[config.mk]
export PLATFORM = sky130hd
export DESIGN_NAME = alu_scheduler_flat
export DESIGN_NICKNAME = d
export VERILOG_FILES = /design/src/rtl/alu_scheduler_if.sv /design/src/rtl/alu_scheduler.sv /design/src/flat_wrapper.sv
export SDC_FILE = /design/constraint.sdc
export NUM_CORES = 1
export LEC_CHECK = 0
export CAP_MARGIN = 20
export CORE_ASPECT_RATIO = 1.5
export CORE_UTILIZATION = 34
export DETAILED_ROUTE_END_ITERATION = 8
export GPL_TIMING_DRIVEN = 0
export PLACE_DENSITY = 0.76
export SLEW_MARGIN = 20
export SYNTH_ARGS = -nofsm -noshare
export SYNTH_HDL_FRONTEND = slang
export SYNTH_SLANG_ARGS = --single-unit
[constraint.sdc]
create_clock -name clk -period 1.7 [get_ports clk]
set_clock_uncertainty 0.2 [all_clocks]
set_input_delay 0.255 -clock clk [delete_from_list [all_inputs] [get_ports clk]]
set_output_delay 0.255 -clock clk [all_outputs]
set_load 0.005 [all_outputs]
[src/rtl/alu_scheduler_if.sv]
`default_nettype none
// ============================================================================
// Module   : alu_scheduler_if
// Brief    : Request, shared-alu and response bundle of the alu scheduler.
//            slave  = scheduler side, master = requesters / alu / consumer.
// Revision : 1.0 - initial release
// ============================================================================
interface alu_scheduler_if #(
    parameter int NREQ = 2,
    parameter int IDW  = 1,
    parameter int CNTW = 16
);
    // requester side
    logic [NREQ-1:0]    req_valid;
    logic [NREQ-1:0]    req_ready;
    logic [NREQ*32-1:0] req_a;
    logic [NREQ*32-1:0] req_b;
    logic [NREQ*4-1:0]  req_sel;
    // shared alu
    logic [31:0]        alu_in1;
    logic [31:0]        alu_in2;
    logic [3:0]         alu_sel;
    logic [31:0]        alu_out;
    logic               alu_over;
    logic               alu_under;
    // response channel
    logic               resp_valid;
    logic               resp_ready;
    logic [IDW-1:0]     resp_id;
    logic [31:0]        resp_data;
    logic               resp_over;
    logic               resp_under;
    // status
    logic               sticky_over;
    logic               sticky_under;
    logic               clr_sticky;
    logic [CNTW-1:0]    ops_done;

    modport slave (
        input  req_valid, req_a, req_b, req_sel,
        input  alu_out, alu_over, alu_under,
        input  resp_ready, clr_sticky,
        output req_ready, alu_in1, alu_in2, alu_sel,
        output resp_valid, resp_id, resp_data, resp_over, resp_under,
        output sticky_over, sticky_under, ops_done
    );

    modport master (
        output req_valid, req_a, req_b, req_sel,
        output alu_out, alu_over, alu_under,
        output resp_ready, clr_sticky,
        input  req_ready, alu_in1, alu_in2, alu_sel,
        input  resp_valid, resp_id, resp_data, resp_over, resp_under,
        input  sticky_over, sticky_under, ops_done
    );
endinterface
`default_nettype wire

[src/rtl/alu_scheduler.sv]
`default_nettype none
// ============================================================================
// Module   : alu_scheduler
// Brief    : Round-robin sharing of one combinational 32-bit alu between NREQ
//            requesters; one operation in flight, tagged valid/ready result,
//            sticky overflow/underflow flags and a completed-op counter.
// Revision : 1.0 - initial release
// ============================================================================
module alu_scheduler #(
    parameter int NREQ = 2,
    parameter int IDW  = 1,
    parameter int CNTW = 16
) (
    input  wire logic      clk,
    input  wire logic      rst,
    alu_scheduler_if.slave bus
);

    localparam logic [1:0] c_st_idle = 2'd0;
    localparam logic [1:0] c_st_exec = 2'd1;
    localparam logic [1:0] c_st_resp = 2'd2;

    logic [1:0]      r_state;
    logic [1:0]      w_state_nxt;
    logic [IDW-1:0]  r_rr_ptr;
    logic [IDW-1:0]  r_tag;
    logic [31:0]     r_in1;
    logic [31:0]     r_in2;
    logic [3:0]      r_sel;
    logic            r_resp_valid;
    logic [IDW-1:0]  r_resp_id;
    logic [31:0]     r_resp_data;
    logic            r_resp_over;
    logic            r_resp_under;
    logic            r_sticky_over;
    logic            r_sticky_under;
    logic [CNTW-1:0] r_ops_done;

    logic [NREQ-1:0] w_grant;
    logic [IDW-1:0]  w_grant_idx;
    logic [IDW-1:0]  w_scan;
    logic            w_found;
    logic            w_accept;
    logic            w_resp_done;

    // Round-robin search: first valid requester starting one past the last grant
    always_comb begin
        w_grant     = '0;
        w_grant_idx = '0;
        w_scan      = '0;
        w_found     = 1'b0;
        for (int k = 1; k <= NREQ; k++) begin
            w_scan = IDW'((int'(r_rr_ptr) + k) % NREQ);
            if (!w_found && bus.req_valid[w_scan]) begin
                w_found         = 1'b1;
                w_grant[w_scan] = 1'b1;
                w_grant_idx     = w_scan;
            end
        end
    end

    // Grants are only offered while idle, so any offered grant is an accept
    assign w_accept    = (r_state == c_st_idle) && w_found;
    assign w_resp_done = (r_state == c_st_resp) && r_resp_valid && bus.resp_ready;

    // State register
    always_ff @(posedge clk) begin
        if (rst) begin
            r_state <= c_st_idle;
        end else begin
            r_state <= w_state_nxt;
        end
    end

    // Next-state: IDLE -> EXEC -> RESP -> IDLE, holding in RESP until consumed
    always_comb begin
        w_state_nxt = r_state;
        case (r_state)
            c_st_idle: if (w_accept) w_state_nxt = c_st_exec;
            c_st_exec: w_state_nxt = c_st_resp;
            c_st_resp: if (w_resp_done) w_state_nxt = c_st_idle;
            default:   w_state_nxt = c_st_idle;
        endcase
    end

    // Operand capture on accept and result capture after the single exec cycle
    always_ff @(posedge clk) begin
        if (rst) begin
            r_rr_ptr     <= IDW'(NREQ - 1);
            r_tag        <= '0;
            r_in1        <= '0;
            r_in2        <= '0;
            r_sel        <= '0;
            r_resp_valid <= 1'b0;
            r_resp_id    <= '0;
            r_resp_data  <= '0;
            r_resp_over  <= 1'b0;
            r_resp_under <= 1'b0;
        end else begin
            if (w_accept) begin
                r_in1    <= bus.req_a[32*w_grant_idx +: 32];
                r_in2    <= bus.req_b[32*w_grant_idx +: 32];
                r_sel    <= bus.req_sel[4*w_grant_idx +: 4];
                r_tag    <= w_grant_idx;
                r_rr_ptr <= w_grant_idx;
            end
            if (r_state == c_st_exec) begin
                r_resp_data  <= bus.alu_out;
                r_resp_over  <= bus.alu_over;
                r_resp_under <= bus.alu_under;
                r_resp_id    <= r_tag;
                r_resp_valid <= 1'b1;
            end else if (w_resp_done) begin
                r_resp_valid <= 1'b0;
            end
        end
    end

    // Status: clear of the sticky bits wins over a coincident setting response
    always_ff @(posedge clk) begin
        if (rst) begin
            r_sticky_over  <= 1'b0;
            r_sticky_under <= 1'b0;
            r_ops_done     <= '0;
        end else begin
            if (w_resp_done) begin
                r_ops_done <= r_ops_done + 1'b1;
            end
            if (bus.clr_sticky) begin
                r_sticky_over  <= 1'b0;
                r_sticky_under <= 1'b0;
            end else if (w_resp_done) begin
                r_sticky_over  <= r_sticky_over  | r_resp_over;
                r_sticky_under <= r_sticky_under | r_resp_under;
            end
        end
    end

    assign bus.req_ready    = (r_state == c_st_idle) ? w_grant : '0;
    assign bus.alu_in1      = r_in1;
    assign bus.alu_in2      = r_in2;
    assign bus.alu_sel      = r_sel;
    assign bus.resp_valid   = r_resp_valid;
    assign bus.resp_id      = r_resp_id;
    assign bus.resp_data    = r_resp_data;
    assign bus.resp_over    = r_resp_over;
    assign bus.resp_under   = r_resp_under;
    assign bus.sticky_over  = r_sticky_over;
    assign bus.sticky_under = r_sticky_under;
    assign bus.ops_done     = r_ops_done;

endmodule
`default_nettype wire

[src/flat_wrapper.sv]
// flat-port wrapper written by rule: the top's interface ports become plain ports
module alu_scheduler_flat 
#(
    parameter int NREQ = 2,
    parameter int IDW  = 1,
    parameter int CNTW = 16
)
  (clk, rst, bus_req_valid, bus_req_a, bus_req_b, bus_req_sel, bus_alu_out, bus_alu_over, bus_alu_under, bus_resp_ready, bus_clr_sticky, bus_req_ready, bus_alu_in1, bus_alu_in2, bus_alu_sel, bus_resp_valid, bus_resp_id, bus_resp_data, bus_resp_over, bus_resp_under, bus_sticky_over, bus_sticky_under, bus_ops_done);
  alu_scheduler_if #(.NREQ(NREQ), .IDW(IDW), .CNTW(CNTW)) bus_i ();
  input  wire logic clk;
  input  wire logic rst;
  input wire logic [$bits(bus_i.req_valid)-1:0] bus_req_valid;
  input wire logic [$bits(bus_i.req_a)-1:0] bus_req_a;
  input wire logic [$bits(bus_i.req_b)-1:0] bus_req_b;
  input wire logic [$bits(bus_i.req_sel)-1:0] bus_req_sel;
  input wire logic [$bits(bus_i.alu_out)-1:0] bus_alu_out;
  input wire logic [$bits(bus_i.alu_over)-1:0] bus_alu_over;
  input wire logic [$bits(bus_i.alu_under)-1:0] bus_alu_under;
  input wire logic [$bits(bus_i.resp_ready)-1:0] bus_resp_ready;
  input wire logic [$bits(bus_i.clr_sticky)-1:0] bus_clr_sticky;
  output wire logic [$bits(bus_i.req_ready)-1:0] bus_req_ready;
  output wire logic [$bits(bus_i.alu_in1)-1:0] bus_alu_in1;
  output wire logic [$bits(bus_i.alu_in2)-1:0] bus_alu_in2;
  output wire logic [$bits(bus_i.alu_sel)-1:0] bus_alu_sel;
  output wire logic [$bits(bus_i.resp_valid)-1:0] bus_resp_valid;
  output wire logic [$bits(bus_i.resp_id)-1:0] bus_resp_id;
  output wire logic [$bits(bus_i.resp_data)-1:0] bus_resp_data;
  output wire logic [$bits(bus_i.resp_over)-1:0] bus_resp_over;
  output wire logic [$bits(bus_i.resp_under)-1:0] bus_resp_under;
  output wire logic [$bits(bus_i.sticky_over)-1:0] bus_sticky_over;
  output wire logic [$bits(bus_i.sticky_under)-1:0] bus_sticky_under;
  output wire logic [$bits(bus_i.ops_done)-1:0] bus_ops_done;
  assign bus_i.req_valid = bus_req_valid;
  assign bus_i.req_a = bus_req_a;
  assign bus_i.req_b = bus_req_b;
  assign bus_i.req_sel = bus_req_sel;
  assign bus_i.alu_out = bus_alu_out;
  assign bus_i.alu_over = bus_alu_over;
  assign bus_i.alu_under = bus_alu_under;
  assign bus_i.resp_ready = bus_resp_ready;
  assign bus_i.clr_sticky = bus_clr_sticky;
  assign bus_req_ready = bus_i.req_ready;
  assign bus_alu_in1 = bus_i.alu_in1;
  assign bus_alu_in2 = bus_i.alu_in2;
  assign bus_alu_sel = bus_i.alu_sel;
  assign bus_resp_valid = bus_i.resp_valid;
  assign bus_resp_id = bus_i.resp_id;
  assign bus_resp_data = bus_i.resp_data;
  assign bus_resp_over = bus_i.resp_over;
  assign bus_resp_under = bus_i.resp_under;
  assign bus_sticky_over = bus_i.sticky_over;
  assign bus_sticky_under = bus_i.sticky_under;
  assign bus_ops_done = bus_i.ops_done;
  alu_scheduler #(.NREQ(NREQ), .IDW(IDW), .CNTW(CNTW)) u_core (.clk(clk), .rst(rst), .bus(bus_i));
endmodule
# Word level (Yosys, flattened, before mapping)
# Index checks and enable logic that the tools add are counted.
op_classes:
  add_sub_neg: 3
  n_lt_le_gt_ge: 4
  eq_ne: 4
  n_shift: 3
  muxes: 20
  bitwise_logic: 3
  reduce_logical: 11
op_table:
  columns: ["op", "count"]
  rows:
  - ["indexed part select 64 x 7 -> 32 bit", 2]
  - ["adder 16 x 1 -> 16 bit (second input constant)", 1]
  - ["2-to-1 mux 1 bit", 12]
  - ["2-to-1 mux 2 bit", 5]
  - ["indexed part select 8 x 4 -> 4 bit", 1]
  - ["logical AND 1 bit", 6]
  - ["one-hot mux 2 bit (3 select lines)", 1]
  - ["less-than comparator 1 x 2 -> 1 bit (second input constant)", 2]
  - ["inequality test 2 x 1 -> 1 bit (second input constant)", 2]
  - ["adder 1 bit (second input constant)", 2]
  - ["demux 1 bit (select 1 bit)", 2]
  - ["equality test 2 x 1 -> 1 bit (second input constant)", 1]
  - ["equality test 2 bit (second input constant)", 1]
  - [">= comparator 1 bit (second input constant)", 2]
  - ["zero test 2 bit", 1]
  - ["bitwise OR 1 bit", 2]
  - ["bitwise OR 2 bit", 1]
  - ["AND reduction 2 bit", 1]
  - ["nonzero test 2 bit", 1]
  - ["OR reduction 2 bit", 1]
  - ["zero test 1 bit", 1]
totals:
  ff_bits: 126
  in_bits: 176
  wordCells: 62

# Depth between registers and ports, before layout
depth:
  ltp_word: 10
  ltp_mapped: 6
  depth_no_buf: 5

# Worst setup path after synthesis
# Ideal clock, no wire load.
synth_path:
  kind: "flip-flop to flip-flop"
  start: "register u_core.r_ops_done[2] (netlist: u_core.bus.ops_done[2])"
  end: "register u_core.r_ops_done[15] (netlist: u_core.bus.ops_done[15])"
  setup_ns: 0.070
  arrival_ns: 1.656
  path_slack_ns: -0.227
  path_stages_with_launch: 6
  synth_period_minus_slack_ns: 1.927
  path_cell_list: "dfxtp_1 clkbuf_1 nand4_1 or4_4 or3_1 a21oi_1"
synth_between:
  elab_chain_len: 1
synth_lines:
  columns: ["element", "line_no", "rtl"]
  rows:
  - ["from (decl)", "alu_scheduler.sv:37", "logic [CNTW-1:0] r_ops_done;"]
  - ["from (signal assigned)", "alu_scheduler.sv:127", "r_ops_done <= r_ops_done + 1'b1;"]
  - ["adder 16 x 1 -> 16 bit", "alu_scheduler.sv:127", null]
# No other way between the ends.
# A chain may end at the register's enable or synchronous reset.

# Worst setup path after layout
layout_path:
  start: "register u_core.r_rr_ptr"
  end: "output port bus_req_ready[1]"
layout_between:
  elab_chain_len: 9
layout_lines:
  columns: ["element", "line_no", "rtl"]
  rows:
  - ["from (decl)", "alu_scheduler.sv:25", "logic [IDW-1:0] r_rr_ptr;"]
  - ["from (signal assigned)", "alu_scheduler.sv:89", "r_rr_ptr <= IDW'(NREQ - 1);"]
  - ["from (signal assigned)", "alu_scheduler.sv:105", "r_rr_ptr <= w_grant_idx;"]
  - ["adder 1 bit", "alu_scheduler.sv:53", "w_scan = IDW'((int'(r_rr_ptr) + k) % NREQ);"]
  - ["less-than comparator 1 x 2 -> 1 bit (not written as such) or >= comparator 1 bit (tied branches)", "alu_scheduler.sv:56", "w_grant[w_scan] = 1'b1;"]
  - ["logical AND 1 bit (not written as such)", "alu_scheduler.sv:56", null]
  - ["2-to-1 mux 1 bit (not written as such)", "alu_scheduler.sv:56", null]
  - ["demux 1 bit (select 1 bit)", null, null]
  - ["2-to-1 mux 2 bit", "alu_scheduler.sv:54", "if (!w_found && bus.req_valid[w_scan]) begin"]
  - ["bitwise OR 2 bit (no line)", null, null]
  - ["2-to-1 mux 2 bit *", "alu_scheduler.sv:54", null]
  - ["2-to-1 mux 2 bit *", "alu_scheduler.sv:139", "assign bus.req_ready = (r_state == c_st_idle) ? w_grant : '0;"]
  - ["to (decl)", "flat_wrapper.sv:21", "output wire logic [$bits(bus_i.req_ready)-1:0] bus_req_ready;"]
# Every way passes the cells marked *; elsewhere a longest branch is shown, timed or not. The select of a mux whose other input is x is not followed.

==> out/qor.txt <==
Run status: finished, violations left
Failing checks: setup timing
Max_slew headroom: 60.6%
DRC viols: 0
DRT Pass-1 Iters: 4
RSZ-0062 raised after global routing: yes
Clock Root Buffer: clkbuf_16
Post-synthesis cell area: 0.00514 mm²
Yosys top cell area share: 49.1%
DR vias/cell: 4.88
Setup TNS: -0.282 ns
FMAX: 558 MHz
Die W: 102 µm
TritonCTS Buffers: 17
Most common cell after layout, fill and taps aside: clkdlybuf4s50_1
Leakage power: 0.00410 µW
Dpl cells: 1,065
Area of the core: 0.0147 mm²
Number of synthesized register bits: 126
Hold bufs inserted after CTS: 0
Final WS setup: -0.0926 ns
Yosys warnings: 0
Final Wtd Congestion: 0.829
Worst EP required: 1.24 ns
Max-slew violation count: 0
Final std cells w/o fill: 1,117
Hold Path Class: input pin to flop
Vias in the first global route: 5,276
Post-DP HPWL: 14,100 µm
Worst-case reg-to-reg path depth: 4
WP data arrival: 1.34 ns
Port buffer count: 298
Worst-Margin Slew: 0.592 ns
Layout cells sized above 1: 15.9%
Deepest clock path buffer count: 2
First-pass GRT wire length: 28,100 µm
Initial antenna violation count: 0
Starting Density: 35.0%
Setup-violating endpoint count in the final report: 5
CP startpoint kind: flop
Top routing layer in use: met4
HP Start: bus_alu_out[17]
WHS Endpoint: u_core.bus.resp_data[17]
Register area share after synthesis: 49.1%
Layout Nets: 1,085
Hold path depth: 3
Gr usage total: 23.8%
Ant diodes: 0
Synth Instances: 571
Type of the worst setup path: flop to output port
Die footprint: 0.0156 mm²
Pwr/cell area: 1010 mW/mm²
Std-Cell Rows: 54
Routed Antenna Nets: 0
Syn nets: 748
Worst Setup End Kind: output port
DR WL/cell: 16.8 µm
Synth area leaders: dfxtp_1 49%, mux2i_1 13%, a211oi_1 9.9%
Synth Area per Inst: 9.00 µm²
Clk sink count: 126
Unique masters post-synth: 34
Biggest area consumer among synthesized cells: dfxtp_1
Crit path time final: 1.79 ns
CTS H-tree depth: 4
Reg2reg end: u_core.bus.ops_done[13]
Worst-path cell chain: a21boi_2 > clkbuf_8 > buf_12 > and2_4 > buf_6
Initial DRC count: 174
Peak supply drop: 0.529 mV
Post-Route Utilization: 64.6%
Synth-to-layout area growth: 84.4%
Final period util: 105%
Routed wl met3: 1080 µm
Most frequent cells in the layout: 172 x clkdlybuf4s50_1, 124 x dlygate4sd2_1, 99 x dfxtp_1
GR Overflow Total: 0
Worst skew pair latency: 0.40 ns
CP max stage cell: dfxtp_2
Worst-path clk slew: 0.06 ns
Critical path peak fanout: 2
Final hold vios: 0
Maxcap violations: 0
Largest net degree at the start of global routing: 17
Die Ht: 153 µm
Hold slack: 0.193 ns
R2r setup slk: -0.08 ns
Reg-to-Reg Start: u_core.bus.ops_done[9]
Ports: 300
CTS tree: done
Routed vias: 5,449
WL met1: 6800 µm
Detailed Route WL: 18,700 µm
Crit path largest cell delay: 0.33 ns
WL met2: 10,400 µm
-- final cells by class --
type	count	area, µm²
Clock buffer	20	467
Buffer	44	332
Inverter	3	11.3
Sequential cell	126	2580
Multi-Input combinational cell	395	2570
Clock inverter	12	231
Fill cell	1261	5190
Tap cell	196	245
Timing Repair Buffer	321	3030
-- cells in the mapped netlist --
cell / number
and2_1: 2
o21a_1: 1
nand2b_1: 1
nor4_1: 3
and4b_1: 1
and2b_1: 1
nand3b_1: 1
buf_4: 1
nand2_1: 77
o31ai_1: 1
clkbuf_1: 34
buf_2: 11
nor2_1: 84
nand4_1: 8
o21ai_0: 4
inv_1: 3
xor2_1: 3
a21oi_1: 46
a211o_1: 1
or3_1: 3
ha_1: 1
xnor2_1: 8
nand4b_4: 1
nor3_1: 3
buf_1: 1
or4_1: 1
or2_2: 1
or4_4: 1
a21boi_1: 1
a211oi_1: 68
mux2i_1: 68
and3_1: 2
dfxtp_1: 126
nand3_1: 3
-- per-layer routing --
layer	vias to the layer above	global-route usage, %
li1	2681	-
met5	-	0
met3	27	6.28
met1	2526	24.3
met2	215	44.7
met4	0	9.12
-- worst max-delay path by stage --
stage                            from                      end  slack [ns]  cells past startpoint
6_report              u_core.r_rr_ptr         bus_req_ready[1]       -0.09                      5
5_1_grt        u_core.bus.ops_done[9]  u_core.bus.ops_done[13]       -0.17                      4
4_1_cts               u_core.r_rr_ptr         bus_req_ready[1]       -0.11                      5
3_5_place_dp         bus_req_valid[1]         bus_req_ready[1]       -1.17                      6
3_3_place_gp         bus_req_valid[1]         bus_req_ready[1]       -1.15                      6
2_1_floorplan  u_core.bus.ops_done[2]  u_core.bus.ops_done[13]       -0.07                      5
-- sequential cells by signal, summed over array words and instances, names as in the netlist --
signal and cells:
u_core.bus.ops_done 16, u_core.bus.resp_under 1, u_core.bus.resp_over 1, u_core.bus.sticky_over 1
u_core.bus.alu_in2 32, u_core.bus.resp_valid 1, u_core.bus.alu_in1 32, u_core.r_rr_ptr 1
u_core.bus.alu_sel 4, u_core.bus.sticky_under 1, u_core.r_tag 1, u_core.r_state 2
u_core.bus.resp_data 32, u_core.bus.resp_id 1
-- power breakdown --
| group | switching, µW | total [µW] | internal [µW] | leakage (µW) |
|---|---|---|---|---|
| clock | 1350 | 4230 | 2880 | 0.000337 |
| sequential | 158 | 3400 | 3240 | 0.00105 |
| combinational | 889 | 1980 | 1090 | 0.00271 |
-- worst max-delay path, delay by kind of cell, from the launching register on --
kind | cells | cell delay, ns
simple gates | 1 | 0.14
compound gates | 1 | 0.14
buf+inv | 3 | 0.33
flops | 1 | 0.33
-- through the flow --
stage	setup slack, ns	area (µm²)	power [µW]
finish	-0.0926	9470	9610
global route	-0.173	9470	10000
CTS	-0.110	9180	9580
detailed placement	-1.17	8390	5470
global placement	-1.15	8390	5440
floorplan	-0.0688	5160	4220
-- kinds of logic after synthesis --
family / share of synthesized area, %
buf+inv: 3.99
mux: 13.3
compound gates: 15.4
flops: 49.1
simple gates: 16.1
xor+xnor: 1.88
fa+ha+maj: 0.244
-- what timing repair did --
action                                  CTS  global route
setup buffers                            11            11
hold endpoints to repair                  0             0
pin swaps                                 5             7
cloned                                    0             1
endpoints found under the setup margin  239           102
gates resized for setup                 208            51
Power figures use the tool's default switching activity.
